[src/rtl/mult_add_inv.sv]
// rtl/mult_add_inv.sv - sequential inverse of multiply-add: a = (s - c) / b, signed Q1.(W-1)
// Radix-2 restoring divider with saturation and divide-by-zero flag, fixed 2W+1 cycle latency.
module mult_add_inv #(
  parameter int W = 8
) (
  input  logic         clk,
  input  logic         reset,
  input  logic         val_in,
  input  logic [W-1:0] s,
  input  logic [W-1:0] c,
  input  logic [W-1:0] b,
  output logic [W-1:0] a,
  output logic         rdy_out,
  output logic         busy,
  output logic         div_err
);

  localparam int CW = $clog2(2 * W);
  localparam logic [CW-1:0] LAST_STEP = CW'(2 * W - 1);
  localparam logic [2*W-1:0] Q_POS_MAX = {{(W + 1){1'b0}}, {(W - 1){1'b1}}};
  localparam logic [2*W-1:0] Q_NEG_MAX = {{W{1'b0}}, 1'b1, {(W - 1){1'b0}}};
  localparam logic [W-1:0] A_POS_SAT = {1'b0, {(W - 1){1'b1}}};
  localparam logic [W-1:0] A_NEG_SAT = {1'b1, {(W - 1){1'b0}}};

  typedef enum logic [1:0] {IDLE, DIV, DONE} state_t;

  state_t         state, state_nxt;
  logic [CW-1:0]  cnt;
  logic [W-1:0]   rem;
  logic [2*W-1:0] dvd;
  logic [W-1:0]   dvs;
  logic           neg, zero_b, d_neg;

  logic           load;
  logic [W:0]     d, d_abs;
  logic [W:0]     rem_sh;
  logic           q_bit;
  logic [W-1:0]   a_nxt;

  always_ff @(posedge clk) begin
    if (reset) state <= IDLE;
    else       state <= state_nxt;
  end

  always_comb begin
    state_nxt = state;
    case (state)
      IDLE:    if (val_in) state_nxt = DIV;
      DIV:     if (cnt == LAST_STEP) state_nxt = DONE;
      DONE:    state_nxt = IDLE;
      default: state_nxt = IDLE;
    endcase
  end

  // The rdy_out cycle is already IDLE, so a new operand can load there for back-to-back throughput.
  assign load = (state == IDLE) && val_in;

  always_comb begin
    d      = {s[W-1], s} - {c[W-1], c};
    d_abs  = d[W] ? -d : d;
    rem_sh = {rem, dvd[2*W-1]};
    q_bit  = rem_sh >= {1'b0, dvs};
  end

  always_comb begin
    a_nxt = '0;
    if (zero_b)         a_nxt = d_neg ? A_NEG_SAT : A_POS_SAT;
    else if (!neg)      a_nxt = (dvd > Q_POS_MAX) ? A_POS_SAT : dvd[W-1:0];
    else                a_nxt = (dvd >= Q_NEG_MAX) ? A_NEG_SAT : -dvd[W-1:0];
  end

  // Dividend bits shift out the top while quotient bits shift in at the bottom.
  always_ff @(posedge clk) begin
    if (reset) begin
      cnt     <= '0;
      rem     <= '0;
      dvd     <= '0;
      dvs     <= '0;
      neg     <= 1'b0;
      zero_b  <= 1'b0;
      d_neg   <= 1'b0;
      a       <= '0;
      rdy_out <= 1'b0;
      busy    <= 1'b0;
      div_err <= 1'b0;
    end else begin
      rdy_out <= (state == DONE);
      busy    <= load || (state == DIV) || (state == DONE);
      if (load) begin
        neg    <= d[W] ^ b[W-1];
        d_neg  <= d[W];
        zero_b <= (b == '0);
        dvd    <= {d_abs, {(W - 1){1'b0}}};
        dvs    <= b[W-1] ? -b : b;
        rem    <= '0;
        cnt    <= '0;
      end else if (state == DIV) begin
        // Remainder stays below the divisor, so W-bit wrap-around arithmetic is exact.
        rem <= rem_sh[W-1:0] - (q_bit ? dvs : '0);
        dvd <= {dvd[2*W-2:0], q_bit};
        cnt <= cnt + 1'b1;
      end else if (state == DONE) begin
        a       <= a_nxt;
        div_err <= zero_b;
      end
    end
  end

endmodule

[config.mk]
export PLATFORM = sky130hd
export DESIGN_NAME = mult_add_inv
export DESIGN_NICKNAME = d
export VERILOG_FILES = /design/src/rtl/mult_add_inv.sv
export SDC_FILE = /design/constraint.sdc
export NUM_CORES = 1
export LEC_CHECK = 0
export CAP_MARGIN = 20
export CELL_PAD_IN_SITES_DETAIL_PLACEMENT = 0
export CELL_PAD_IN_SITES_GLOBAL_PLACEMENT = 1
export CORE_MARGIN = 2
export CORE_UTILIZATION = 38
export DETAILED_ROUTE_END_ITERATION = 10
export PLACE_DENSITY_LB_ADDON = 0.05
export SETUP_SLACK_MARGIN = 0.3
export SLEW_MARGIN = 5
export SYNTH_ARGS = -nofsm -noshare
export SYNTH_HDL_FRONTEND = slang
export SYNTH_SLANG_ARGS = --single-unit
[constraint.sdc]
create_clock -name clk -period 3.3 [get_ports clk]
set_input_delay 0.495 -clock clk [delete_from_list [all_inputs] [get_ports clk]]
set_output_delay 0.495 -clock clk [all_outputs]
set_load 0.02 [all_outputs]
* Yosys cells after proc, flatten, opt, wreduce, memory -nomap -nowiden
Index checks and enable logic that the tools add are counted. W data, S select, Z words.
Storage, ports and cells: output and inout port bits 11, input port bits 27, latch bits 0, bits in writable memories 0, memories 0, bits in read-only memories 0, register bits after elaboration 52
Operators by class: multipliers 0, divide/modulo/power cells 0, magnitude comparators 3, shifts and indexed selects 0, $add $sub $neg 6, bitwise logic cells 3, multiplexer cells 13, equal/unequal tests 5, reductions and logical operators 9
Operator list (count):
- $mux W8 | 7
- $mux W16 | 2
- $ge A16 B8 Y1 const B | 1
- $gt A16 B7 Y1 const B | 1
- $neg A8 Y8 | 2
- $ge A9 B8 Y1 | 1
- $mux W9 | 1
- $neg A9 Y9 | 1
- $sub A8 B8 Y9 | 1
- $logic_not A8 Y1 | 1
- $sub A8 B8 Y8 | 1
- $add A4 B1 Y4 const B | 1
- $eq A4 B4 Y1 const B | 1
- $mux W2 | 2
- $ne A2 B2 Y1 const B | 2
- $pmux W2 S2 | 1
- $reduce_and A3 Y1 | 1
- $eq A2 B1 Y1 const B | 1
- $eq A2 B2 Y1 const B | 1
- $logic_not A2 Y1 | 1
- $logic_or A1 B1 Y1 | 2
- $not A1 Y1 | 2
- $reduce_and A2 Y1 | 1
- $reduce_bool A2 Y1 | 1
- other kinds (3) | 3

* Longest topological paths before layout
Gate-level depths: netlist of the first run.
depth in word-level cells 4, mapped depth 16

* Worst setup path before layout of the first run
No wires, ideal clock.
path kind register to register, start point reg dvd[15], end point reg rem[6], clock period less this slack 3.239 ns, cell stages (with the launch flop) 17, setup time 0.125 ns, data arrival time 3.115 ns, setup slack 0.061 ns, cell sequence dfxtp_1 inv_1 ha_1 nand2b_1 a2111oi_0 nor3b_1 o21ai_1 nand3_1 and2_1 ha_1 fa_1 nor2b_1 o21ai_0 a21oi_1 o21a_1 or4_1 nand3_1
On the way: cells in the longest elaborated chain, start to end 3
RTL lines:
- start: declaration | line 30 | logic [2*W-1:0] dvd;
- start signal: assignment | line 93 | dvd <= {d_abs, {(W - 1){1'b0}}};
- start signal: assignment | line 100 | dvd <= {dvd[2*W-2:0], q_bit};
- $ge A9 B8 Y1 | line 62 | q_bit = rem_sh >= {1'b0, dvs};
- $mux W8 | line 99 | rem <= rem_sh[W-1:0] - (q_bit ? dvs : '0);
- $sub A8 B8 Y8 * | line 99
- end signal: assignment | line 99
- end: declaration | line 29 | logic [W-1:0] rem;
Mark *: on every way between the ends. The rest lies on a longest branch, timed or not. A chain may end at the register's enable or synchronous reset.

* Worst setup path in the final report of the first run
start point reg dvd[15], end point reg rem[7]
Same word-level chain as after synthesis.

==> results of run 1 <==
[cells by family (layout without fill, tap and decap cells)]
family	Yosys count	count (layout)
DFF	52	52
and+or+nand+nor	180	180
adders and majority gates	30	30
AOI/OAI and AO/OA	118	118
buffers and inverters	52	90
muxes	4	4
xor gates and xnor gates	19	19
[sequential cells by signal, indices dropped and copies added (netlist names)]
signal,count
dvd,16
a,8
dvs,8
rem,8
cnt,4
state,2
busy,1
d_neg,1
div_err,1
neg,1
rdy_out,1
zero_b,1
[power by group through the flow]
stage	combinational [mW]	clock (mW)	sequential (mW)
2_1_floorplan	0.466	0	0.702
3_3_place_gp	0.605	0	0.717
3_5_place_dp	0.611	0	0.717
4_1_cts	0.671	0.465	0.703
5_1_grt	0.825	0.487	0.712
6_report	0.738	0.447	0.705
[metrics by stage]
step | util | worst slack [ns] | hold slack (ns) | cell area [um^2]
after floorplan | - | 0.329 | 0.453 | 3490
after global placement | 0.449 | 0.154 | 0.442 | 3960
after detailed placement | 0.449 | 0.0853 | 0.444 | 3960
after CTS | 0.474 | 0.292 | 0.458 | 4180
after global routing | 0.486 | 0.178 | 0.484 | 4280
final | 0.486 | 0.375 | 0.461 | 4280
[timing repair]
action,4_1_cts,5_1_grt
resized for setup,13,19
buffers inserted,5,3
setup endpoints to repair,4,4
pin swaps,15,18
[metal layers]
layer | up-vias | wire length (um)
met5 | - | 0
met3 | 9 | 187
met1 | 1490 | 4060
li1 | 1679 | -
met2 | 43 | 4080
met4 | 0 | 101
[cell type report]
cell class | count | share of cell area
timing repair buffer | 51 | 0.114
clock buffer | 5 | 0.0161
clock inverter | 3 | 0.00994
sequential | 52 | 0.245
multi-input combinational | 351 | 0.556
tap | 108 | 0.0316
inverter | 31 | 0.0272
[critical path: stages, from the launching register on]
cell and delay [ns]:
dfxtp_2 0.33, inv_2 0.07, ha_4 0.19, nand2b_4 0.14
a2111oi_4 0.32, nor3b_2 0.08, o21ai_1 0.16, nand3_2 0.17
buf_6 0.17, buf_6 0.11, nand2_4 0.06, ha_4 0.21
o21ai_2 0.15, a21oi_2 0.06, o41ai_2 0.35, a211oi_1 0.08
nand3b_1 0.18
[worst min path at each step]
stage                              startpoint                  end
final                       a[5]$_SDFFE_PP0P_    a[5]$_SDFFE_PP0P_
after floorplan           dvs[0]$_SDFFE_PP0P_  dvs[0]$_SDFFE_PP0P_
after CTS                   a[5]$_SDFFE_PP0P_    a[5]$_SDFFE_PP0P_
after global placement      a[5]$_SDFFE_PP0P_    a[5]$_SDFFE_PP0P_
after detailed placement    a[5]$_SDFFE_PP0P_    a[5]$_SDFFE_PP0P_
after global routing        a[0]$_SDFFE_PP0P_    a[0]$_SDFFE_PP0P_
[cell usage in the layout (no fill, tap or decap), types with 4 or more instances in the layout]
cell type,Yosys,layout
nand2_1,58,56
dfxtp_1,52,47
a21oi_1,42,40
nor2_1,39,39
clkdlybuf4s50_1,0,37
inv_1,31,30
ha_1,28,23
o21ai_0,19,16
a211oi_1,14,14
nand3_1,16,14
xnor2_1,12,12
nor3_1,11,11
buf_4,0,11
nor2b_1,12,10
xor2_1,7,7
o21a_1,5,5
and3_1,5,5
o211ai_1,5,5
nand2b_1,6,5
or3_1,5,5
ha_4,0,5
clkbuf_8,0,5
a22oi_1,4,4
nand4_1,4,4
dfxtp_2,0,4
==> impl_metrics.env, run 1 <==
export IMPL_use_met2=0.307
export IMPL_yosysTopAreaCellShare=0.300
export IMPL_netlist_top_cell_by_area="dfxtp_1"
export IMPL_pwr_share_comb=0.391
export IMPL_critPathCaptureType="flop"
export IMPL_layout_worst_path_cycle_share=0.886
export IMPL_synth_top_family_by_area="simple AND/OR/NAND/NOR gates"
export IMPL_ys_warn_count=0
export IMPL_final_hold_violation_count=0
export IMPL_total_power_mw=1.89
export IMPL_areaGrowthSynthToFinish_pct=23.4
export IMPL_seqPwrFrac=0.373
export IMPL_num_vias=3221
export IMPL_synth_xor_area_share=0.0480
export IMPL_worst_setup_path_start_kind="flop"
export IMPL_netlist_instances=455
export IMPL_worst_pin_slew_ns=0.641
export IMPL_via_per_inst=5.36
export IMPL_critPathCapture="rem[7]$_SDFFE_PP0P_"
export IMPL_intPower_mw=1.25
export IMPL_p_per_area_nw_per_um2=441
export IMPL_p_leak_nw=1.61
export IMPL_port_buffers=37
export IMPL_crit_type="flop to flop"
export IMPL_cts_buffers=5
export IMPL_antenna_found_initial=0
export IMPL_grt_first_pass_wirelength_mm=14.3
export IMPL_clock_root_buffer="clkbuf_8"
export IMPL_synth_top_cells_by_count="nand2_1, dfxtp_1, a21oi_1"
export IMPL_synth_mux_area_frac=0.0123
export IMPL_max_vdd_ir_drop_uv=199
export IMPL_hold_class="flop to flop"
export IMPL_rsz0062_at_grt="true"
export IMPL_relSlewSlack=0.572
export IMPL_fin_nets=549
export IMPL_start_util=0.394
export IMPL_h_tree_depth=2
export IMPL_arrival_ns=3.12
export IMPL_instances_no_fill=601
export IMPL_top_usage_layer="met2"
export IMPL_final_max_slew_viol_count=0
export IMPL_timing_rr_end="rem[7]$_SDFFE_PP0P_"
export IMPL_multi_input_area_um2=2380
export IMPL_hold_depth=2
export IMPL_synth_compound_area_frac=0.217
export IMPL_synth_area_per_cell_um2=7.63
export IMPL_antenna_cells=0
export IMPL_cp_required_ns=3.49
export IMPL_pwr_share_clk=0.236
export IMPL_dp_cells=585
export IMPL_grt_usage=0.176
export IMPL_clkTransAtPathRegs_ns=0.10
export IMPL_fp_dieW_um=99.6
export IMPL_synth_most_common_cell="nand2_1"
export IMPL_fmax_ghz=0.342
export IMPL_worst_clock_skew_ns=0.00517
export IMPL_fin_crit_ns=2.92
export IMPL_first_pass_iters=4
export IMPL_first_iter_violations=89
export IMPL_worstSkewPairLatency_ns=0.31
export IMPL_first_global_vias=3077
export IMPL_die_area_um2=9910
export IMPL_die_h_um=99.6
export IMPL_overflow=0
export IMPL_row_count=34
export IMPL_synth_edf_count=0
export IMPL_cts_hold_buf=0
export IMPL_grt_max_degree=36
export IMPL_seq_area_frac_synth=0.300
export IMPL_synth_nets=512
export IMPL_gp_congestion=0.800
export IMPL_cp_startpoint="dvd[15]$_SDFFE_PP0P_"
export IMPL_p_sw_uw=637
export IMPL_status="finished clean"
export IMPL_io_pins=38
export IMPL_fillers=880
export IMPL_timing_rr_start="dvd[15]$_SDFFE_PP0P_"
export IMPL_finalSetupTns_ns=0
export IMPL_setup_violations_final=0
export IMPL_cp_max_fo=5
export IMPL_coreArea_um2=8810
export IMPL_ys_flop_type="dfxtp_1"
export IMPL_netSwitchingFraction=0.337
export IMPL_ant_nets=0
export IMPL_drc=0
export IMPL_grt_util_met1=0.229
export IMPL_layout_drive_gt1_share=0.110
export IMPL_cap_violations=0
export IMPL_tritoncts="yes"
export IMPL_reg2reg_slack_ns=0.38
export IMPL_synth_seq_cells=52
export IMPL_wl_mm=8.43
export IMPL_grt_use_met3=0.0239
export IMPL_wl_per_cell_um=14.0
export IMPL_cts_sinks=52
export IMPL_cts_buffer_depth=2
export IMPL_seqCellArea_um2=1050
export IMPL_synth_adder_area_share=0.113
export IMPL_synthesis_area_um2=3470
export IMPL_synth_area_top_cells="dfxtp_1, ha_1, nand2_1"
export IMPL_synthSimpleGateAreaFrac=0.253
export IMPL_async_flop_share=0
export IMPL_ys_types=57
export IMPL_dp_hpwl_mm=6.26
export IMPL_rr_worst_depth=16
No activity file was read; power rests on OpenSTA's default activity.
==> inputs of run 2 (changes only) <==
--- a/config.mk
+++ b/config.mk
@@ -5,12 +5,14 @@
 export SDC_FILE = /design/constraint.sdc
 export NUM_CORES = 1
 export LEC_CHECK = 0
-export CAP_MARGIN = 20
+export CAP_MARGIN = 15
 export CELL_PAD_IN_SITES_DETAIL_PLACEMENT = 0
 export CELL_PAD_IN_SITES_GLOBAL_PLACEMENT = 1
 export CORE_MARGIN = 2
 export CORE_UTILIZATION = 38
 export DETAILED_ROUTE_END_ITERATION = 10
+export GPL_ROUTABILITY_DRIVEN = 0
+export HOLD_SLACK_MARGIN = 0.1
 export PLACE_DENSITY_LB_ADDON = 0.05
 export SETUP_SLACK_MARGIN = 0.3
 export SLEW_MARGIN = 5
==> results of run 2 <==
No change in the layout: final DEF, timing and power equal those of run 1.
==> inputs of run 3 (changes only) <==
--- a/config.mk
+++ b/config.mk
@@ -9,12 +9,13 @@
 export CELL_PAD_IN_SITES_DETAIL_PLACEMENT = 0
 export CELL_PAD_IN_SITES_GLOBAL_PLACEMENT = 1
 export CORE_MARGIN = 2
-export CORE_UTILIZATION = 38
+export CORE_UTILIZATION = 35
 export DETAILED_ROUTE_END_ITERATION = 10
 export GPL_ROUTABILITY_DRIVEN = 0
 export HOLD_SLACK_MARGIN = 0.1
 export PLACE_DENSITY_LB_ADDON = 0.05
 export SETUP_SLACK_MARGIN = 0.3
+export SKIP_LAST_GASP = 1
 export SLEW_MARGIN = 5
 export SYNTH_ARGS = -nofsm -noshare
 export SYNTH_HDL_FRONTEND = slang
==> run 3 against run 2 <==
Clock power fell by 14%. Sequential share of layout area grew 0.19 points. Via count is 0.31% higher. Non-clock buffer count unchanged. Routed wire length increased by 2.4%. Core utilization is 5.0 points lower. Sequential power barely moved. Fmax fell by 5.8%. Combinational power is 7.2% lower. Largest power group is now sequential cells.
==> impl_metrics.env, run 3 (synthesized netlist as in run 1, its figures left out) <==
export IMPL_status="finished clean"
export IMPL_grt_usage=0.164
export IMPL_crit_path_cell_trace="inv_2 > ha_4 > nand2b_4 > a2111oi_4 > nor3b_2 > o21ai_1 > nand3_2 > and2_4 > ha_4 > fa_2 > nor2b_4 > o21ai_2 > a21oi_2 > o21a_1 > or4_4 > nand3_2"
export IMPL_grt_first_pass_wirelength_mm=14.6
export IMPL_clkTransAtPathRegs_ns=0.10
export IMPL_hold_class="flop to flop"
export IMPL_worst_setup_path_start_kind="flop"
export IMPL_layout_worst_path_cycle_share=0.940
export IMPL_dp_cells=612
export IMPL_placed_area_um2=4000
export IMPL_final_cell_mix="nand2_1, dfxtp_1, a21oi_1, nor2_1, clkdlybuf4s50_1"
export IMPL_seqPwrFrac=0.397
export IMPL_final_common_cell="nand2_1"
export IMPL_dp_hpwl_mm=6.59
export IMPL_relSlewSlack=0.459
export IMPL_reg2reg_slack_ns=0.20
export IMPL_critPathCaptureType="flop"
export IMPL_setup_ws_ns=0.197
export IMPL_max_vdd_ir_drop_uv=187
export IMPL_fmax_ghz=0.322
export IMPL_wl_mm=8.64
export IMPL_final_util=0.436
export IMPL_intPower_mw=1.14
export IMPL_wl_per_cell_um=13.8
export IMPL_io_pins=38
export IMPL_worst_pin_slew_ns=0.808
export IMPL_first_iter_violations=103
export IMPL_layout_drive_gt1_share=0.0913
export IMPL_arrival_ns=3.30
export IMPL_areaGrowthSynthToFinish_pct=21.7
export IMPL_die_area_um2=10700
export IMPL_cp_startpoint="dvd[15]$_SDFFE_PP0P_"
export IMPL_slowest_delay_ns=0.41
export IMPL_cts_buffer_depth=2
export IMPL_pwr_share_comb=0.387
export IMPL_pwr_share_clk=0.217
export IMPL_timing_rr_end="rem[6]$_SDFFE_PP0P_"
export IMPL_crit_type="flop to flop"
export IMPL_critPathSlowestCell="fa_2"
export IMPL_rsz0062_at_grt="true"
export IMPL_total_power_mw=1.77
export IMPL_num_vias=3231
export IMPL_worstSkewPairLatency_ns=0.32
export IMPL_tritoncts="yes"
export IMPL_row_count=36
export IMPL_first_global_vias=3052
export IMPL_cap_violations=0
export IMPL_critPathCapture="rem[6]$_SDFFE_PP0P_"
export IMPL_grt_max_degree=22
export IMPL_final_max_slew_viol_count=0
export IMPL_start_util=0.358
export IMPL_port_buffers=37
export IMPL_cts_hold_buf=0
export IMPL_antenna_cells=0
export IMPL_rr_worst_depth=16
export IMPL_worst_clock_skew_ns=0.0114
export IMPL_drc=0
export IMPL_timing_rr_start="dvd[15]$_SDFFE_PP0P_"
export IMPL_final_cell_area_um2=4220
export IMPL_coreArea_um2=9680
export IMPL_antenna_found_initial=0
export IMPL_cts_buffers=5
export IMPL_p_sw_uw=631
export IMPL_setup_violations_final=0
export IMPL_ant_nets=0
export IMPL_clock_root_buffer="clkbuf_8"
export IMPL_instances_no_fill=626
export IMPL_first_pass_iters=4
export IMPL_fp_dieW_um=104
export IMPL_fin_crit_ns=3.10
export IMPL_final_hold_violation_count=0
export IMPL_cp_required_ns=3.50
export IMPL_overflow=0
export IMPL_largest_register="dvd"
export IMPL_cp_max_fo=5
export IMPL_largest_reg_flops=16
export IMPL_netSwitchingFraction=0.356
export IMPL_die_h_um=104
export IMPL_p_per_area_nw_per_um2=419
export IMPL_fin_nets=549
export IMPL_cts_sinks=52
export IMPL_post_place_ws_ns=0.0756
export IMPL_h_tree_depth=2
export IMPL_via_per_inst=5.16
export IMPL_p_leak_nw=1.60
run 3: changes by cell type in the layout (fill, tap and decap cells not counted), sizes merged:
cell	delta
bufinv	-1
inv	+1
run 3: final cells by class:
| type | count | area (um^2) |
|---|---|---|
| Clock buffer | 5 | 68.8 |
| Clock inverter | 3 | 21.3 |
| Fill cell | 1008 | 5460 |
| Inverter | 31 | 116 |
| Multi-Input combinational cell | 351 | 2330 |
| Sequential cell | 52 | 1040 |
| Tap cell | 133 | 166 |
| Timing Repair Buffer | 51 | 475 |
run 3: power groups by stage:
stage	Clock [mW]	Combinational, mW	Sequential, mW
after floorplan	0	0.466	0.702
after global placement	0	0.607	0.717
after detailed placement	0	0.610	0.717
after CTS	0.399	0.661	0.702
after global routing	0.419	0.783	0.709
final	0.384	0.685	0.702
run 3: how the worst min path moves through the flow:
stage               depth (start not counted)  slack, ns                start                   to
detailed placement                          2       0.45    a[6]$_SDFFE_PP0P_    a[6]$_SDFFE_PP0P_
finish                                      2       0.46    a[4]$_SDFFE_PP0P_    a[4]$_SDFFE_PP0P_
global placement                            2       0.44    a[1]$_SDFFE_PP0P_    a[1]$_SDFFE_PP0P_
CTS                                         2       0.46    a[6]$_SDFFE_PP0P_    a[6]$_SDFFE_PP0P_
global route                                2       0.48    a[6]$_SDFFE_PP0P_    a[6]$_SDFFE_PP0P_
floorplan                                   2       0.45  dvs[0]$_SDFFE_PP0P_  dvs[0]$_SDFFE_PP0P_
run 3: through the flow:
| step | hold WS (ns) | TNS (ns) |
|---|---|---|
| after floorplan | 0.453 | 0 |
| after global placement | 0.442 | 0 |
| after detailed placement | 0.446 | 0 |
| after CTS | 0.461 | 0 |
| after global routing | 0.484 | -0.0296 |
| final | 0.459 | 0 |
run 3: what timing repair did:
action / in CTS / in global routing
pin swaps: 3 / 14
resized for setup: 6 / 11
endpoints found under the setup margin: 4 / 6
buffers inserted: 3 / 3
run 3: routing by layer:
layer / routed length [um] / vias up / GRT usage / share of wire
li1: - / 1681 / - / -
met1: 4290 / 1494 / 0.222 / 0.50
met2: 4000 / 47 / 0.273 / 0.46
met3: 204 / 9 / 0.0170 / 0.024
met4: 142 / 0 / 0.0560 / 0.016
met5: 0 / - / 0 / 0
run 3: worst max-delay path: cells and delay by family, from the launching register on:
| kind | cells | cell delay, ns |
|---|---|---|
| fa+ha+maj | 3 | 0.76 |
| compound gates | 5 | 0.90 |
| flops | 1 | 0.33 |
| simple gates | 7 | 0.91 |
| buf+inv | 1 | 0.08 |
